`config.mk`:
```
export PLATFORM = sky130hd
export DESIGN_NAME = regfile_wb_arbiter_flat
export DESIGN_NICKNAME = d
export VERILOG_FILES = /design/src/rtl/regfile_wb_arbiter_if.sv /design/src/rtl/regfile_wb_arbiter.sv /design/src/flat_wrapper.sv
export SDC_FILE = /design/constraint.sdc
export NUM_CORES = 1
export LEC_CHECK = 0
export ABC_AREA = 1
export BUFFER_PORTS_ARGS = -buffer_cell sky130_fd_sc_hd__buf_2
export CAP_MARGIN = 20
export CELL_PAD_IN_SITES_DETAIL_PLACEMENT = 2
export CELL_PAD_IN_SITES_GLOBAL_PLACEMENT = 2
export CORE_MARGIN = 4
export CORE_UTILIZATION = 21
export DETAILED_ROUTE_END_ITERATION = 10
export GPL_TIMING_DRIVEN = 0
export PLACE_DENSITY_LB_ADDON = 0.12
export SLEW_MARGIN = 15
export SYNTH_ARGS = -nofsm -noshare
export SYNTH_HDL_FRONTEND = slang
export SYNTH_SLANG_ARGS = --single-unit
```
`constraint.sdc`:
```
create_clock -name clk -period 1 [get_ports clk]
set_input_delay 0.05 -clock clk [delete_from_list [all_inputs] [get_ports clk]]
set_output_delay 0.05 -clock clk [all_outputs]
set_load 0.02 [all_outputs]
```
`src/rtl/regfile_wb_arbiter_if.sv`:
```
// Writeback bus between the execute/memory stages, decode and the register file write port.
// Carries both writeback request channels, scoreboard allocation, busy bits and the registered write.
// slave = arbiter side, master = producer/consumer side. Forwarding signals exist only with REGFILE_BYPASS_EN.
interface regfile_wb_arbiter_if #(
  parameter int NUM_REGS = 32,
  parameter int REG_AW   = 5,
  parameter int DATA_W   = 32
);
  logic                wb_hold;
  logic                ch0_valid;
  logic [REG_AW-1:0]   ch0_num;
  logic [DATA_W-1:0]   ch0_data;
  logic                ch0_ready;
  logic                ch1_valid;
  logic [REG_AW-1:0]   ch1_num;
  logic [DATA_W-1:0]   ch1_data;
  logic                ch1_ready;
  logic                alloc_we;
  logic [REG_AW-1:0]   alloc_num;
  logic [NUM_REGS-1:0] busy;
  logic                reg_we;
  logic [REG_AW-1:0]   dstreg_num;
  logic [DATA_W-1:0]   dstreg_data;
`ifdef REGFILE_BYPASS_EN
  logic [REG_AW-1:0]   rs1_num;
  logic [REG_AW-1:0]   rs2_num;
  logic                rs1_fwd;
  logic                rs2_fwd;
  logic [DATA_W-1:0]   rs1_data;
  logic [DATA_W-1:0]   rs2_data;
`endif

  modport slave (
    input  wb_hold, ch0_valid, ch0_num, ch0_data, ch1_valid, ch1_num, ch1_data,
    input  alloc_we, alloc_num,
`ifdef REGFILE_BYPASS_EN
    input  rs1_num, rs2_num,
    output rs1_fwd, rs2_fwd, rs1_data, rs2_data,
`endif
    output ch0_ready, ch1_ready, busy, reg_we, dstreg_num, dstreg_data
  );

  modport master (
    output wb_hold, ch0_valid, ch0_num, ch0_data, ch1_valid, ch1_num, ch1_data,
    output alloc_we, alloc_num,
`ifdef REGFILE_BYPASS_EN
    output rs1_num, rs2_num,
    input  rs1_fwd, rs2_fwd, rs1_data, rs2_data,
`endif
    input  ch0_ready, ch1_ready, busy, reg_we, dstreg_num, dstreg_data
  );
endinterface

```
`src/rtl/regfile_wb_arbiter.sv`:
```
// Round-robin arbiter sharing the register file write port between ALU (ch0) and LSU (ch1), plus RAW scoreboard.
// Latency: 1 cycle from a transfer (valid & ready) to reg_we/dstreg_num/dstreg_data.
// Backpressure: ready is combinational; loser or wb_hold stalls the channel; x0 requests always accepted.
// Ports: clk, rst (sync active-low), bus (regfile_wb_arbiter_if.slave): ch0/ch1 valid/num/data/ready,
//        wb_hold, alloc_we/alloc_num, busy, reg_we/dstreg_num/dstreg_data.
// Optional REGFILE_BYPASS_EN: rs1/rs2 forwarding from the registered write; busy clears at the transfer edge.
module regfile_wb_arbiter #(
  parameter int NUM_REGS = 32,
  parameter int REG_AW   = 5,
  parameter int DATA_W   = 32
) (
  input  logic               clk,
  input  logic               rst,
  regfile_wb_arbiter_if.slave bus
);
  typedef enum logic {PRI0, PRI1} pri_t;

  pri_t                pri_q, pri_d;
  logic                req0, req1;
  logic                grant0, grant1;
  logic                reg_we_q;
  logic [REG_AW-1:0]   num_q;
  logic [DATA_W-1:0]   data_q;
  logic [NUM_REGS-1:0] busy_q, busy_d;

  // A real request needs a nonzero destination; x0 requests never compete for the port.
  assign req0 = rst && !bus.wb_hold && bus.ch0_valid && (bus.ch0_num != '0);
  assign req1 = rst && !bus.wb_hold && bus.ch1_valid && (bus.ch1_num != '0);

  always_comb begin
    pri_d  = pri_q;
    grant0 = 1'b0;
    grant1 = 1'b0;
    case (pri_q)
      PRI0: begin
        if (req0)      begin grant0 = 1'b1; pri_d = PRI1; end
        else if (req1) begin grant1 = 1'b1; pri_d = PRI0; end
      end
      default: begin
        if (req1)      begin grant1 = 1'b1; pri_d = PRI0; end
        else if (req0) begin grant0 = 1'b1; pri_d = PRI1; end
      end
    endcase
  end

  // x0 writes are swallowed immediately, even alongside the other channel's grant.
  assign bus.ch0_ready = grant0 || (rst && bus.ch0_valid && (bus.ch0_num == '0));
  assign bus.ch1_ready = grant1 || (rst && bus.ch1_valid && (bus.ch1_num == '0));

  always_comb begin
    busy_d = busy_q;
`ifdef REGFILE_BYPASS_EN
    // Consumers pick the value off the forward path, so release at the transfer edge.
    if (grant0) busy_d[bus.ch0_num] = 1'b0;
    if (grant1) busy_d[bus.ch1_num] = 1'b0;
`else
    if (reg_we_q) busy_d[num_q] = 1'b0;
`endif
    // Set after clear: a newer in-flight writer keeps the register pending.
    if (bus.alloc_we) busy_d[bus.alloc_num] = 1'b1;
    busy_d[0] = 1'b0;
  end

  always_ff @(posedge clk) begin
    if (!rst) begin
      pri_q    <= PRI0;
      reg_we_q <= 1'b0;
      num_q    <= '0;
      data_q   <= '0;
      busy_q   <= '0;
    end else begin
      pri_q    <= pri_d;
      reg_we_q <= grant0 || grant1;
      busy_q   <= busy_d;
      if (grant0) begin
        num_q  <= bus.ch0_num;
        data_q <= bus.ch0_data;
      end else if (grant1) begin
        num_q  <= bus.ch1_num;
        data_q <= bus.ch1_data;
      end
    end
  end

  assign bus.reg_we      = reg_we_q;
  assign bus.dstreg_num  = num_q;
  assign bus.dstreg_data = data_q;
  assign bus.busy        = busy_q;

`ifdef REGFILE_BYPASS_EN
  assign bus.rs1_fwd  = reg_we_q && (num_q == bus.rs1_num) && (bus.rs1_num != '0);
  assign bus.rs2_fwd  = reg_we_q && (num_q == bus.rs2_num) && (bus.rs2_num != '0);
  assign bus.rs1_data = bus.rs1_fwd ? data_q : '0;
  assign bus.rs2_data = bus.rs2_fwd ? data_q : '0;
`endif
endmodule
```
`src/flat_wrapper.sv`:
```
// flat-port wrapper written by rule: the top's interface ports become plain ports
module regfile_wb_arbiter_flat 
#(
  parameter int NUM_REGS = 32,
  parameter int REG_AW   = 5,
  parameter int DATA_W   = 32
)
  (clk, rst, bus_wb_hold, bus_ch0_valid, bus_ch0_num, bus_ch0_data, bus_ch1_valid, bus_ch1_num, bus_ch1_data, bus_alloc_we, bus_alloc_num, bus_ch0_ready, bus_ch1_ready, bus_busy, bus_reg_we, bus_dstreg_num, bus_dstreg_data);
  regfile_wb_arbiter_if #(.NUM_REGS(NUM_REGS), .REG_AW(REG_AW), .DATA_W(DATA_W)) bus_i ();
  input  logic clk;
  input  logic rst;
  input wire logic [$bits(bus_i.wb_hold)-1:0] bus_wb_hold;
  input wire logic [$bits(bus_i.ch0_valid)-1:0] bus_ch0_valid;
  input wire logic [$bits(bus_i.ch0_num)-1:0] bus_ch0_num;
  input wire logic [$bits(bus_i.ch0_data)-1:0] bus_ch0_data;
  input wire logic [$bits(bus_i.ch1_valid)-1:0] bus_ch1_valid;
  input wire logic [$bits(bus_i.ch1_num)-1:0] bus_ch1_num;
  input wire logic [$bits(bus_i.ch1_data)-1:0] bus_ch1_data;
  input wire logic [$bits(bus_i.alloc_we)-1:0] bus_alloc_we;
  input wire logic [$bits(bus_i.alloc_num)-1:0] bus_alloc_num;
  output wire logic [$bits(bus_i.ch0_ready)-1:0] bus_ch0_ready;
  output wire logic [$bits(bus_i.ch1_ready)-1:0] bus_ch1_ready;
  output wire logic [$bits(bus_i.busy)-1:0] bus_busy;
  output wire logic [$bits(bus_i.reg_we)-1:0] bus_reg_we;
  output wire logic [$bits(bus_i.dstreg_num)-1:0] bus_dstreg_num;
  output wire logic [$bits(bus_i.dstreg_data)-1:0] bus_dstreg_data;
  assign bus_i.wb_hold = bus_wb_hold;
  assign bus_i.ch0_valid = bus_ch0_valid;
  assign bus_i.ch0_num = bus_ch0_num;
  assign bus_i.ch0_data = bus_ch0_data;
  assign bus_i.ch1_valid = bus_ch1_valid;
  assign bus_i.ch1_num = bus_ch1_num;
  assign bus_i.ch1_data = bus_ch1_data;
  assign bus_i.alloc_we = bus_alloc_we;
  assign bus_i.alloc_num = bus_alloc_num;
  assign bus_ch0_ready = bus_i.ch0_ready;
  assign bus_ch1_ready = bus_i.ch1_ready;
  assign bus_busy = bus_i.busy;
  assign bus_reg_we = bus_i.reg_we;
  assign bus_dstreg_num = bus_i.dstreg_num;
  assign bus_dstreg_data = bus_i.dstreg_data;
  regfile_wb_arbiter #(.NUM_REGS(NUM_REGS), .REG_AW(REG_AW), .DATA_W(DATA_W)) u_core (.clk(clk), .rst(rst), .bus(bus_i));
endmodule
```
; Word-level counts from Yosys, hierarchy flattened
; Cells that the tools add are included.
[op_classes]
n_addsub = 0
mul = 0
div_mod_pow = 0
order_cmp = 4
n_eq_ne = 0
n_shift = 0
mux = 18
bitwise_logic = 3
n_reduce_logical = 20
[op_table]
columns = cell, n
row1 = 2-to-1 mux 32 bit, 4
row2 = AND 32 bit, 1
row3 = inverter 32 bit, 1
row4 = bitwise OR 32 bit, 1
row5 = "less-than comparator 5 x 6 -> 1 bit, second input constant", 2
row6 = logical AND 1 bit, 11
row7 = demux 1 bit (select 5 bit), 2
row8 = ">= comparator 5 x 1 -> 1 bit, second input constant", 2
row9 = zero test 5 bit, 2
row10 = 2-to-1 mux 1 bit, 10
row11 = 2-to-1 mux 5 bit, 2
row12 = nonzero test 5 bit, 2
row13 = logical OR 1 bit, 3
row14 = nonzero test 2 bit, 1
row15 = zero test 1 bit, 1
[word_totals]
regBits = 71
latch_bits = 0
ram_bits = 0
mem_bits_ro = 0
in_bits = 85
word_cells = 51
mem_count = 0

; Longest topological paths before layout
[depth]
ltp_word = 9
mapped_depth = 11
depth_no_buf = 9

; Least setup slack after synthesis
; No wires, ideal clock.
[synth_path]
path_kind = reg-to-reg
from = reg u_core.num_q[1], in the netlist u_core.bus.dstreg_num[1]
to = reg u_core.busy_q[11], in the netlist u_core.bus.busy[11]
setup_ps = 132
arrival_ps = 929
required_ps = 868
slack_ps = -61
stages_incl_launch_ff = 4
path_buffers = 0
cell_sequence = dfxtp_1 > nand3_1 > o21ai_0 > a21oi_1
[synth_via]
elab_chain_cells = 9
[synth_lines]
columns = item, line_no
row1 = "start, declared", regfile_wb_arbiter.sv:22  ; logic [REG_AW-1:0] num_q;
row2 = "start signal, assigned", regfile_wb_arbiter.sv:76  ; num_q <= bus.ch0_num;
row3 = "start signal, assigned", regfile_wb_arbiter.sv:79  ; num_q <= bus.ch1_num;
row4 = less-than comparator 5 x 6 -> 1 bit (not written as such) or >= comparator 5 x 1 -> 1 bit (tied branches), regfile_wb_arbiter.sv:57  ; if (reg_we_q) busy_d[num_q] = 1'b0;
row5 = logical AND 1 bit (not written as such), regfile_wb_arbiter.sv:57
row6 = 2-to-1 mux 1 bit (not written as such), regfile_wb_arbiter.sv:57
row7 = demux 1 bit (select 5 bit) (*), --
row8 = inverter 32 bit (no source line) (*), --
row9 = AND 32 bit (no source line) (*), --
row10 = 2-to-1 mux 32 bit (*), regfile_wb_arbiter.sv:57
row11 = bitwise OR 32 bit (no source line), --
row12 = 2-to-1 mux 32 bit (*), regfile_wb_arbiter.sv:60  ; if (bus.alloc_we) busy_d[bus.alloc_num] = 1'b1;
row13 = "end signal, assigned", regfile_wb_arbiter.sv:74  ; busy_q <= busy_d;
row14 = "end, declared", regfile_wb_arbiter.sv:24  ; logic [NUM_REGS-1:0] busy_q, busy_d;
; Mark *: on every way between the ends. The rest lies on a longest branch, timed or not.
; A chain may end at the register's enable or synchronous reset.

; Worst setup path after layout
[layout_path]
from = reg u_core.pri_q
to = reg u_core.data_q[14], in the netlist u_core.bus.dstreg_data[14]
[layout_via]
elab_chain_cells = 2
[layout_lines]
columns = item, line_no
row1 = "start, declared", regfile_wb_arbiter.sv:18  ; pri_t pri_q, pri_d;
row2 = "start signal, assigned", regfile_wb_arbiter.sv:72  ; pri_q <= pri_d;
row3 = 2-to-1 mux 1 bit, regfile_wb_arbiter.sv:34  ; case (pri_q)
row4 = 2-to-1 mux 32 bit or nonzero test 2 bit (tied branches), --
row5 = "end signal, assigned", regfile_wb_arbiter.sv:77  ; data_q <= bus.ch0_data;
row6 = "end signal, assigned", regfile_wb_arbiter.sv:80  ; data_q <= bus.ch1_data;
row7 = "end, declared", regfile_wb_arbiter.sv:23  ; logic [DATA_W-1:0] data_q;
; Parallel ways exist; a longest one is shown, timed or not.

==> impl_metrics.yaml <==
synth:
  synth_area_sq_um: 3370
  syn-instance-count: 506
  yosysMostFrequentCell: "nand2_1"
  yosys_warnings: 0
  synthTopCellsByCount: "nand2_1 (146), nand3_1 (88), inv_1 (85)"
  synth_edf_count: 0
  seq_area_frac_synth: 0.415
  syn-mean-instance-area_sq_um: 6.67
  mappedNetlistNets: 591
  synth_seq_cells: 70
  yosys.area.top_type: "dfxtp_1"
  synth_top_area_share: 0.415
  ys_async_sr_fraction: 0
  ys_top_cells_by_area: "dfxtp_1 (42%), nand2_1 (16%), nand3_1 (13%)"
  synth_cell_types: 22
  synth-main-ff-cell: "dfxtp_1"
global_route:
  grt_usage: 0.169
  grt_pass1_wl_microns: 23800
  antenna_found_initial: 0
  overflow: 0
  grt_max_degree: 13
  grt_pass1_vias: 4545
setup_path:
  timing.rr.end: "u_core.bus.dstreg_data[14]$_SDFFE_PN0P_"
  cp_common_cell: "nand2_1"
  slowest_stage: "dfxtp_4"
  crit_buf_inv: 3
  regToRegStartpoint: "u_core.pri_q$_SDFF_PN0_"
  worstRegToRegCells: 8
  crit_chain: "nand3_4, nand2_4, buf_4, buf_12, clkbuf_16, nand2_1, nand3_1, nand2_1"
  path_max_fanout: 8
  endpoint_kind: "flop"
  worstPathRequired_ns: 1.24
  crit_path_max_incr_delay_ns: 0.36
  startpoint_type: "flop"
  worst_ep_arrival_time_ns: 1.47
  critPathKind: "flop to flop"
  r2r_slack_ns: -0.23
  path_delay_family: "buffers and inverters"
cts:
  cts.path.max_buffers: 2
  cts_tree: "yes"
  cts_sinks: 70
  clk_pin_slew_ns: 0.06
  cts_buffers: 9
  clk_latency_ns: 0.34
  cts_root_buffer: "clkbuf_16"
  htreeDepth: 3
  cts_hold_buf: 6
status:
  violations: "negative hold slack, negative setup slack"
  outcome: "complete, but fails checks"
route:
  finalWirelength_microns: 15400
  drt-wirelength-per-cell_microns: 16.8
  drc: 0
  drt-initial-drc-count: 92
  first_pass_iters: 4
  vias: 4022
  vias_per_cell: 4.39
  drtAntennaViolNets: 0
power_and_ir_drop:
  power_density_nw_per_um2: 1400
  power_leakage_uw: 0.00285
  peakVddDrop_uv: 787
min_path:
  min_to: "u_core.pri_q$_SDFF_PN0_"
  min-delay-start: "rst"
  hold_path_depth: 2
  hold_path.class: "input pin to flop"
die:
  io_pins: 157
  rows: 46
  start_util: 0.213
  dieHeight_microns: 135
  fp.coreArea_sq_um: 15800
  die-area_sq_um: 18200
  die_w_microns: 135
sta:
  tightest_slew_ns: 0.722
  fin_tns_setup_ns: -6.87
  setup_ws_ns: -0.228
  setup_violations: 63
  whs_ns: -0.0225
  hold_violations: 1
  fmax_mhz: 814
  rsz0062_at_grt: "true"
  post-route-min-period_ns: 1.23
  post-route-period-util: 1.23
  drv_slew: 0
  slew_headroom: 0.517
  clock_skew_ns: 0.00476
finish:
  fillers: 1909
  nets: 780
  n_antenna_cell: 0
  syn_to_final_growth_pct: 68.1
  drive_gt1_frac: 0.446
placement:
  dp.final_hpwl_microns: 10900
  pre_cts_slack_ns: -0.604
  place_congestion: 0.768
  port_buffers: 155
run:
  cap_violations: 0
==> layout by cell type, fill, tap and decap left out, types with 6 or more instances in the layout <==
| cell | instances |
|---|---|
| nand2_1 | 133 |
| dlygate4sd3_1 | 6 |
| buf_2 | 148 |
| buf_8 | 7 |
| nor2_1 | 7 |
| nand3_4 | 13 |
| buf_6 | 16 |
| dfxtp_1 | 63 |
| nand3_2 | 25 |
| a21oi_1 | 28 |
| o21ai_2 | 25 |
| nor3_1 | 8 |
| nand2_2 | 14 |
| inv_1 | 80 |
| buf_4 | 14 |
| clkbuf_16 | 11 |
| o21ai_1 | 6 |
| nand3_1 | 51 |
| dfxtp_4 | 7 |
==> repair_timing <==
item | 4_1_cts | 5_1_grt
setup endpoints to repair | 74 | 76
setup buffers | 11 | 2
resized for setup | 125 | 80
gates cloned | 3 | 2
pin swaps | 15 | 20
endpoints found under the hold margin | 7 | 1
==> per-stage QoR <==
stage	area, sq um	instances	hold WS (ns)	utilization	power, uW
6_report	5670	916	-0.0225	0.358	7930
5_1_grt	5670	916	-0.0320	0.358	8370
4_1_cts	5320	912	-0.0372	0.336	7950
3_5_place_dp	4430	877	0.332	0.280	4420
3_3_place_gp	4430	877	0.333	0.280	4380
2_1_floorplan	3390	506	0.198	-	3830
==> power by group <==
group / total (uW) / switching, uW / internal [uW]
logic: 1560 / 947 / 611
clock network: 3240 / 1310 / 1920
registers: 3140 / 178 / 2960
==> state kept, by name, indices dropped and copies added, names as in the netlist <==
signal / flops
u_core.bus.busy: 31
u_core.bus.dstreg_num: 5
u_core.bus.reg_we: 1
u_core.bus.dstreg_data: 32
u_core.pri_q: 1
==> area by class of cell <==
type | instances | area, sq um | area share
Sequential cell | 70 | 1430 | 0.252
Clock buffer | 10 | 229 | 0.0404
Buffer | 22 | 228 | 0.0401
Multi-Input combinational cell | 325 | 1950 | 0.344
Clock inverter | 6 | 62.6 | 0.0110
Timing Repair Buffer | 179 | 1150 | 0.202
Tap cell | 216 | 270 | 0.0476
Inverter | 88 | 358 | 0.0631
==> cell families after synthesis <==
| kind of cell | count (synthesis) | synth area share |
|---|---|---|
| simple gates | 259 | 0.340 |
| other cells | 1 | 0.00111 |
| flops | 70 | 0.415 |
| compound gates | 65 | 0.0997 |
| buf+inv | 111 | 0.144 |
==> metal layers <==
metal,global-route usage,routed length [microns],part of all wire,vias up
li1,-,-,-,1976
met1,0.183,5950,0.39,1944
met2,0.313,8360,0.54,90
met3,0.0540,838,0.055,12
met4,0.0515,218,0.014,0
met5,0,0,0,-
==> worst max path at each step <==
stage / startpoint / endpoint / cells after the start
after floorplan: u_core.pri_q$_SDFF_PN0_ / u_core.bus.dstreg_num[0]$_SDFFE_PN0P_ / 7
after global placement: bus_ch1_num[3] / u_core.bus.dstreg_data[16]$_SDFFE_PN0P_ / 8
after detailed placement: bus_ch1_num[3] / u_core.bus.dstreg_data[21]$_SDFFE_PN0P_ / 8
after CTS: u_core.pri_q$_SDFF_PN0_ / bus_ch0_ready / 5
after global routing: u_core.pri_q$_SDFF_PN0_ / bus_ch0_ready / 5
final: u_core.pri_q$_SDFF_PN0_ / u_core.bus.dstreg_data[14]$_SDFFE_PN0P_ / 8
(Power assumes the default switching activity.)
